--- src/rtl/nixie_pkg.sv ---
// Shared constants, FSM state encoding and helpers for the nixie chain driver.
package nixie_pkg;

  localparam int BITS_PER_TUBE = 12;
  localparam int DIGIT_BITS    = 10;
  localparam int CHIP_BITS     = 32;

  typedef enum logic [2:0] {
    ST_IDLE,
    ST_SETUP,
    ST_CLK_HI,
    ST_CLK_LO,
    ST_WAIT_LATCH,
    ST_LATCH
  } state_e;

  // Chain length rounded up to whole 32-bit driver chips.
  function automatic int chain_bits(input int n);
    return CHIP_BITS * ((BITS_PER_TUBE * n + CHIP_BITS - 1) / CHIP_BITS);
  endfunction

  // Digit 1..9 lights cathode offset d, digit 0 lights offset 10; blank or >9 lights nothing.
  function automatic logic [DIGIT_BITS-1:0] digit_onehot(input logic [3:0] d, input logic blank);
    logic [DIGIT_BITS-1:0] r;
    r = '0;
    if (!blank) begin
      if (d == 4'd0)       r[DIGIT_BITS-1] = 1'b1;
      else if (d <= 4'd9)  r[d - 4'd1]     = 1'b1;
    end
    return r;
  endfunction

endpackage

--- src/rtl/nixie_frame_builder.sv ---
// Combinational mapping of BCD digits, blanking and points onto the chain frame.
module nixie_frame_builder
  import nixie_pkg::*;
#(
  parameter int NUM_TUBES  = 8,
  parameter int CHAIN_BITS = chain_bits(NUM_TUBES)
) (
  input  logic [4*NUM_TUBES-1:0] bcd_data_i,
  input  logic [NUM_TUBES-1:0]   bcd_blank_i,
  input  logic [2*NUM_TUBES-1:0] bcd_dp_i,
  output logic [CHAIN_BITS-1:0]  frame_o
);

  for (genvar t = 0; t < NUM_TUBES; t++) begin : g_tube
    assign frame_o[BITS_PER_TUBE*t] = bcd_dp_i[2*t];
    assign frame_o[BITS_PER_TUBE*t+1 +: DIGIT_BITS] =
      digit_onehot(bcd_data_i[4*t +: 4], bcd_blank_i[t]);
    assign frame_o[BITS_PER_TUBE*t+BITS_PER_TUBE-1] = bcd_dp_i[2*t+1];
  end

  // Unused chip outputs past the last tube are driven low.
  if (CHAIN_BITS > BITS_PER_TUBE*NUM_TUBES) begin : g_pad
    assign frame_o[CHAIN_BITS-1:BITS_PER_TUBE*NUM_TUBES] = '0;
  end

endmodule

--- src/rtl/nixie_chain_driver.sv ---
// Serial driver for a daisy chain of 32-bit HV shift/latch chips feeding nixie tubes.
module nixie_chain_driver
  import nixie_pkg::*;
#(
  parameter int NUM_TUBES = 8,
  parameter int CLK_DIV   = 1,
  parameter bit OVERWRITE = 1'b1
) (
  input  logic                   clk_i,
  input  logic                   rst_ni,
  input  logic [4*NUM_TUBES-1:0] bcd_data_i,
  input  logic [NUM_TUBES-1:0]   bcd_blank_i,
  input  logic [2*NUM_TUBES-1:0] bcd_dp_i,
  input  logic                   bcd_valid_i,
  output logic                   bcd_ready_o,
  input  logic                   pps_i,
  input  logic                   trig_sel_i,
  input  logic                   sw_trig_i,
  input  logic                   latch_on_pps_i,
  input  logic                   ovr_clr_i,
  output logic                   nixie_clk_o,
  output logic                   nixie_din_o,
  output logic                   nixie_le_o,
  output logic                   busy_o,
  output logic                   done_o,
  output logic                   overrun_o
);

  localparam int CHAIN_BITS = chain_bits(NUM_TUBES);
  localparam int CNT_W      = $clog2(CHAIN_BITS + 1);
  localparam logic [CNT_W-1:0] CNT_END  = CNT_W'(CHAIN_BITS);
  localparam logic [7:0]       DIV_LAST = 8'(CLK_DIV - 1);

  state_e                  state_q, state_d;
  logic [7:0]              div_q, div_d;
  logic [CNT_W-1:0]        cnt_q, cnt_d;
  logic [CHAIN_BITS-1:0]   sreg_q, sreg_d;
  logic [4*NUM_TUBES-1:0]  data_q, data_d;
  logic [NUM_TUBES-1:0]    blank_q, blank_d;
  logic [2*NUM_TUBES-1:0]  dp_q, dp_d;
  logic                    pending_q, pending_d;
  logic                    lop_q, lop_d;
  logic                    ovr_q, ovr_d;
  logic [2:0]              pps_q;
  logic                    ready_q, ready_d;
  logic                    le_q, le_d;
  logic                    clk_q, clk_d;
  logic                    din_q, din_d;
  logic                    busy_q, busy_d;
  logic                    done_q, done_d;

  logic [CHAIN_BITS-1:0]   frame;
  logic                    pps_rise, pps_fall, trig, accept, div_last;

  nixie_frame_builder #(
    .NUM_TUBES  (NUM_TUBES),
    .CHAIN_BITS (CHAIN_BITS)
  ) u_frame (
    .bcd_data_i  (data_q),
    .bcd_blank_i (blank_q),
    .bcd_dp_i    (dp_q),
    .frame_o     (frame)
  );

  // pps_q[1:0] is the synchroniser, pps_q[2] the previous synchronised level.
  assign pps_rise = pps_q[1] & ~pps_q[2];
  assign pps_fall = ~pps_q[1] & pps_q[2];
  assign trig     = trig_sel_i ? sw_trig_i : pps_fall;
  assign accept   = bcd_valid_i & ready_q;
  assign div_last = (div_q == DIV_LAST);

  always_comb begin
    state_d   = state_q;
    sreg_d    = sreg_q;
    cnt_d     = cnt_q;
    pending_d = pending_q;
    data_d    = data_q;
    blank_d   = blank_q;
    dp_d      = dp_q;
    lop_d     = lop_q;
    ovr_d     = ovr_q;

    case (state_q)
      ST_IDLE: begin
        if (trig) begin
          state_d   = ST_SETUP;
          sreg_d    = frame;
          cnt_d     = '0;
          pending_d = 1'b0;
        end
      end
      ST_SETUP:  if (div_last) state_d = ST_CLK_HI;
      ST_CLK_HI: begin
        if (div_last) begin
          state_d = ST_CLK_LO;
          sreg_d  = sreg_q >> 1;
          cnt_d   = cnt_q + CNT_W'(1);
        end
      end
      ST_CLK_LO: begin
        if (div_last) state_d = (cnt_q == CNT_END) ? ST_WAIT_LATCH : ST_CLK_HI;
      end
      ST_WAIT_LATCH: if (!lop_q || pps_rise) state_d = ST_LATCH;
      ST_LATCH:      if (div_last) state_d = ST_IDLE;
      default:       state_d = ST_IDLE;
    endcase

    // New data lands in the shadow even when a trigger consumes the old one.
    if (accept) begin
      data_d    = bcd_data_i;
      blank_d   = bcd_blank_i;
      dp_d      = bcd_dp_i;
      pending_d = 1'b1;
    end

    if (ovr_clr_i) ovr_d = 1'b0;
    if (trig && state_q != ST_IDLE) ovr_d = 1'b1;

    if (state_d == ST_WAIT_LATCH && state_q != ST_WAIT_LATCH) lop_d = latch_on_pps_i;

    div_d   = (state_d != state_q) ? 8'd0 : div_q + 8'd1;
    le_d    = (state_d == ST_IDLE) || (state_d == ST_LATCH);
    clk_d   = (state_d == ST_CLK_HI);
    din_d   = (state_d == ST_IDLE) ? 1'b0 : sreg_d[0];
    busy_d  = (state_d != ST_IDLE);
    done_d  = (state_d == ST_LATCH) && (div_d == DIV_LAST);
    ready_d = OVERWRITE ? 1'b1 : !pending_d;
  end

  always_ff @(posedge clk_i) begin
    if (!rst_ni) begin
      state_q   <= ST_IDLE;
      div_q     <= '0;
      cnt_q     <= '0;
      sreg_q    <= '0;
      data_q    <= '0;
      blank_q   <= '1;
      dp_q      <= '0;
      pending_q <= 1'b0;
      lop_q     <= 1'b0;
      ovr_q     <= 1'b0;
      pps_q     <= '0;
      ready_q   <= 1'b1;
      le_q      <= 1'b1;
      clk_q     <= 1'b0;
      din_q     <= 1'b0;
      busy_q    <= 1'b0;
      done_q    <= 1'b0;
    end else begin
      state_q   <= state_d;
      div_q     <= div_d;
      cnt_q     <= cnt_d;
      sreg_q    <= sreg_d;
      data_q    <= data_d;
      blank_q   <= blank_d;
      dp_q      <= dp_d;
      pending_q <= pending_d;
      lop_q     <= lop_d;
      ovr_q     <= ovr_d;
      pps_q     <= {pps_q[1:0], pps_i};
      ready_q   <= ready_d;
      le_q      <= le_d;
      clk_q     <= clk_d;
      din_q     <= din_d;
      busy_q    <= busy_d;
      done_q    <= done_d;
    end
  end

  assign bcd_ready_o = ready_q;
  assign nixie_clk_o = clk_q;
  assign nixie_din_o = din_q;
  assign nixie_le_o  = le_q;
  assign busy_o      = busy_q;
  assign done_o      = done_q;
  assign overrun_o   = ovr_q;

endmodule

--- config.mk ---
export PLATFORM = sky130hd
export DESIGN_NAME = nixie_chain_driver
export DESIGN_NICKNAME = d
export VERILOG_FILES = /design/src/rtl/nixie_pkg.sv /design/src/rtl/nixie_frame_builder.sv /design/src/rtl/nixie_chain_driver.sv
export SDC_FILE = /design/constraint.sdc
export NUM_CORES = 1
export LEC_CHECK = 0
export ABC_AREA = 1
export CELL_PAD_IN_SITES_DETAIL_PLACEMENT = 0
export CELL_PAD_IN_SITES_GLOBAL_PLACEMENT = 1
export CORE_UTILIZATION = 42
export CTS_CLUSTER_SIZE = 25
export DETAILED_ROUTE_END_ITERATION = 8
export PLACE_DENSITY_LB_ADDON = 0.1
export SYNTH_ARGS = -nofsm -noshare
export SYNTH_HDL_FRONTEND = slang
export SYNTH_SLANG_ARGS = --single-unit
--- constraint.sdc ---
create_clock -name clk_i -period 2.3 [get_ports clk_i]
set_input_delay 0.23 -clock clk_i [delete_from_list [all_inputs] [get_ports clk_i]]
set_output_delay 0.23 -clock clk_i [all_outputs]
set_load 0.01 [all_outputs]
* After elaboration in Yosys (flattened, before gate mapping)
Cells that the tools add are included.
** Storage, ports and cells
- Latch bits :: 0
- Bits in read-only memories :: 0
- Memory bits (writable) :: 0
- Word-level logic and storage cells :: 166
- Bits in registers :: 180
- Input port bits :: 64
- Memories :: 0
** Cells by class
- $add $sub $neg :: 10
- Reduce and logical (&&, ||, !) cells :: 32
- Magnitude comparators :: 24
- Bitwise operators :: 5
- Shift operators :: 0
- Multipliers :: 0
- Div/mod/pow operators :: 0
- Mux-type cells :: 66
- Equal/unequal tests :: 13
** Operator list (count)
- $mux W96 :: 2
- $pmux W96 S2 :: 1
- $mux W10 :: 16
- $mux W9 :: 8
- $lt A4 B5 Y1 const B :: 8
- $demux W1 S4 :: 8
- $ge A4 B1 Y1 const B :: 8
- $le A4 B4 Y1 const B :: 8
- $logic_not A4 Y1 :: 8
- $sub A4 B1 Y4 const B :: 8
- $mux W3 :: 7
- $mux W1 :: 19
- $pmux W3 S6 :: 1
- $logic_not A8 Y1 :: 2
- $mux W7 :: 2
- $pmux W7 S2 :: 1
- $eq A3 B3 Y1 const B :: 4
- $logic_and A1 B1 Y1 :: 11
- $eq A3 B2 Y1 const B :: 3
- $add A8 B1 Y8 const B :: 1
- $mux W8 :: 1
- $add A7 B1 Y7 const B :: 1
- $eq A7 B7 Y1 const B :: 1
- $logic_not A3 Y1 :: 2
- other kinds (12) :: 19

* Depth between registers and ports, before layout
- Depth in word-level cells :: 10
- Gate-level depth with buffers :: 15

* By module
Synthesis repeated with hierarchy kept, for this count alone.
** Unflattened totals
- Cell total of the unflattened synthesis :: 1153
- Area, all modules :: 7881.3 µm²
** By module, submodules not included
- nixie_chain_driver :: sequential area each 3603.5 µm², area each 7066.8 µm², instances 1, cells each 958
- nixie_frame_builder :: sequential area each 0.0 µm², area each 814.5 µm², instances 1, cells each 195

* Worst setup path after synthesis
OpenSTA, ideal clock, no wires.
- Path type :: flip-flop to flip-flop
- Start :: register div_q[0]
- End :: register sreg_q[44]
- Path slack :: 0.657 ns
- Required time :: 2.172 ns
- Clock period less this slack :: 1.643 ns
- Stages on the path, launching flop included :: 11
- Arrival :: 1.515 ns
- Path through :: dfxtp_1 -> inv_1 -> ha_1 -> nand2_1 -> nor2_1 -> nand2_2 -> nand2_4 -> inv_2 -> buf_6 -> a221oi_1 -> nor2_1
** Between the ends
- Word-level cells in the longest chain between the ends :: 3
** Ends and longest elaborated chain
- from (decl) :: RTL line nixie_chain_driver.sv:35 : logic [7:0] div_q, div_d;
- from (signal assigned) :: RTL line nixie_chain_driver.sv:151 : div_q <= div_d;
- $logic_not A8 Y1 :: RTL line nixie_chain_driver.sv:70 : assign div_last = (div_q == DIV_LAST);
- $ne A2 B2 Y1 (no source line)
- $reduce_and A3 Y1 (no source line)
- to (signal assigned) :: RTL line nixie_chain_driver.sv:153 : sreg_q <= sreg_d;
- to (decl) :: RTL line nixie_chain_driver.sv:37 : logic [CHAIN_BITS-1:0] sreg_q, sreg_d;
No other way between the ends.
A chain may end at the register's enable or synchronous reset.

* Worst setup path in the final report
Ends and elaborated chain as after synthesis.

==> run summary <==
Outcome: complete, no violations
Die area: 0.01885 sq mm
Dpl ws: 0.2450 ns
Clk slew on worst S/H paths: 0.07 ns
Row cnt: 49
Clock Tree Root: clkbuf_16
Initial antenna violation count: 0
Largest cells by area after synthesis: dfxtp_1, nand2_1, inv_1
Count leader, synth: nand2_1
Diode count: 0
Total grt overflow: 0
Util after Layout: 0.5135
Number of synthesized flops with an enable pin: 0
Nets@finish: 1161
Fmax: 0.5058 GHz
CP dominant cell by count: nor2_1
Final hold violation count: 0
Worst path arrival time: 2.29 ns
Slowest cell on the critical path: dfxtp_1
DRC viols: 0
Setup_tns: 0 ns
Compound-Gate Fraction of Synth Area: 0.1848
DIE HEIGHT: 137.3 um
Startpoint types: flop
Core area: 0.01796 sq mm
Placed Cells: 1303
GRT Util Overall: 0.2019
CP cell instances: inv_1 -> ha_1 -> nand2_1 -> nor2_1 -> nand2_2 -> nand2_4 -> inv_2 -> buf_12 -> a221oi_1 -> nor2_1
Initial Utilization: 0.4279
I/O pin count: 71
DP HPWL: 12100 um
Htree depth: 4
Seq cells post-synth: 180
DP Area: 0.008643 sq mm
1st-iter DRT viols: 289
Total number of vias: 6827
Worst ir drop on vdd: 0.6976 mV
RD Place Congestion: 0.8209
Drt pass-1 iters: 4
Setup violators final: 0
Final slew viol count: 0
Clock Sinks: 180
DRT antenna net count: 0
Post-layout min period: 1.977 ns
Synth Area in Adders: 0.006511
P per Cell Area: 837.7 mW/mm^2
WP data required: 2.61 ns
Largest net degree at the start of global routing: 56
Drt wl/cell: 13.40 um
Type of the worst min-delay path: in2reg
Post-route cell area: 0.009224 sq mm
Synth Area in XOR/XNOR: 0.002279
Die Width: 137.3 um
Post-Synthesis Cells: 1039
Sequential Area: 0.003603 sq mm
Distinct cells, synth: 37
Net Count, Synth: 1107
Final worst slack: 0.3230 ns
Synth area leader: dfxtp_1
Crit path largest cell delay: 0.34 ns
Mapped Area: 0.007686 sq mm
Synth cell count leaders: nand2_1, dfxtp_1, inv_1
Post-CTS resize count: 0
Sequential-to-total area share from yosys stat: 0.4688
Total Power: 7.727 mW
Crit Path Class: reg2reg
First-pass GRT wire length: 29970 um
Ys async rst share: 0
Main synth FF type: dfxtp_1
CTS Buf Count: 17
Final period utilization: 0.8595
Yosys warning total: 0
Final hold slack: 0.1126 ns
Area growth syn-to-layout: 20.01%
Leakage: 3.604 nW
Synth Area in Simple Gates: 0.2349
Worst Path Max Fanout: 40
CTS tree: yes
Vias per cell: 5.114
Post-synthesis mux area share: 0
Skew-Pair Late Insertion Delay: 0.43 ns
FILL cells: 1841
Largest family of logic cells by synthesized area: simple AND/OR/NAND/NOR gates
CTS Buffer Depth: 2
Number of port buffers: 69
Top cell type's share of synthesized area: 0.4688
Area of the multi-input gates: 0.003297 sq mm
Clock Skews: 0.007536 ns
Post-Route WL: 17890 um
Unrepaired setup endpoints after global routing: no
Critical Path End Type: flop
Fin cells: 1335
Hold buffer count at cts: 0
Post-CTS setup buffers: 0
Vias in the first global route: 6333
Mean Syn Cell Area: 7.398 sq um
Share of cells above drive strength 1: 0.06600
Max_cap viols: 0
final timing paths:
check | slack [ns] | end | depth (start not counted) | start
worst max register to register | 0.32 | sreg_q[44] | 10 | div_q[0]
worst min-delay path | 0.11 | dp_q[2] | 3 | rst_ni
worst min register to register | 0.41 | pps_q[1] | 2 | pps_q[0]
worst max-delay path | 0.32 | sreg_q[44] | 10 | div_q[0]
where the power goes:
group | internal (mW) | switching (mW)
clock | 1.68 | 1.18
sequential | 3.28 | 0.103
combinational | 0.516 | 0.969
total | 5.47 | 2.25
metal layers:
layer | vias to the layer above | part of all wire | global-route usage
li1 | 3576 | - | -
met1 | 3128 | 0.50 | 0.2650
met2 | 105 | 0.46 | 0.3387
met3 | 18 | 0.033 | 0.03311
met4 | 0 | 0.012 | 0.06044
met5 | - | 0 | 0
registers in the layout (all words and copies together), names as in the netlist, 3 cells and up:
| signal | count |
|---|---|
| blank_q | 8 |
| cnt_q | 7 |
| data_q | 32 |
| div_q | 8 |
| dp_q | 16 |
| pps_q | 3 |
| sreg_q | 96 |
| state_q | 3 |
cells in the final DEF, fill, tap and decap left out, types with 6 or more instances in the layout:
| master | n |
|---|---|
| a21oi_1 | 70 |
| a221oi_1 | 13 |
| a31oi_1 | 50 |
| buf_12 | 7 |
| buf_4 | 12 |
| clkbuf_16 | 17 |
| clkdlybuf4s50_1 | 68 |
| dfxtp_1 | 180 |
| inv_1 | 137 |
| inv_2 | 7 |
| nand2_1 | 191 |
| nand3_1 | 56 |
| nand4_1 | 26 |
| nor2_1 | 103 |
| nor3_1 | 17 |
| o211ai_1 | 6 |
| o21ai_0 | 71 |
| o221ai_1 | 10 |
| o22ai_1 | 15 |
layout make-up:
type / count / area share
Clock buffer: 23 / 0.05182
Clock inverter: 9 / 0.01112
Inverter: 144 / 0.05860
Multi-Input combinational cell: 662 / 0.3574
Sequential cell: 180 / 0.3907
Tap cell: 229 / 0.03106
Timing Repair Buffer: 88 / 0.09929
critical path: cells and delay by family (launching register included):
family	cells	cell delay, ns
buffers and inverters	3	0.37
flip-flops	1	0.34
adder cells (fa/ha/maj)	1	0.16
AO/OA/AOI/OAI	1	0.31
AND/OR/NAND/NOR	5	0.67
cells by family after synthesis:
kind of cell,Yosys count
xor gates and xnor gates,2
adders and majority gates,4
AOI/OAI and AO/OA,243
and+or+nand+nor,412
other,1
buffers and inverters,197
DFF,180
Power figures use the tool's default switching activity.
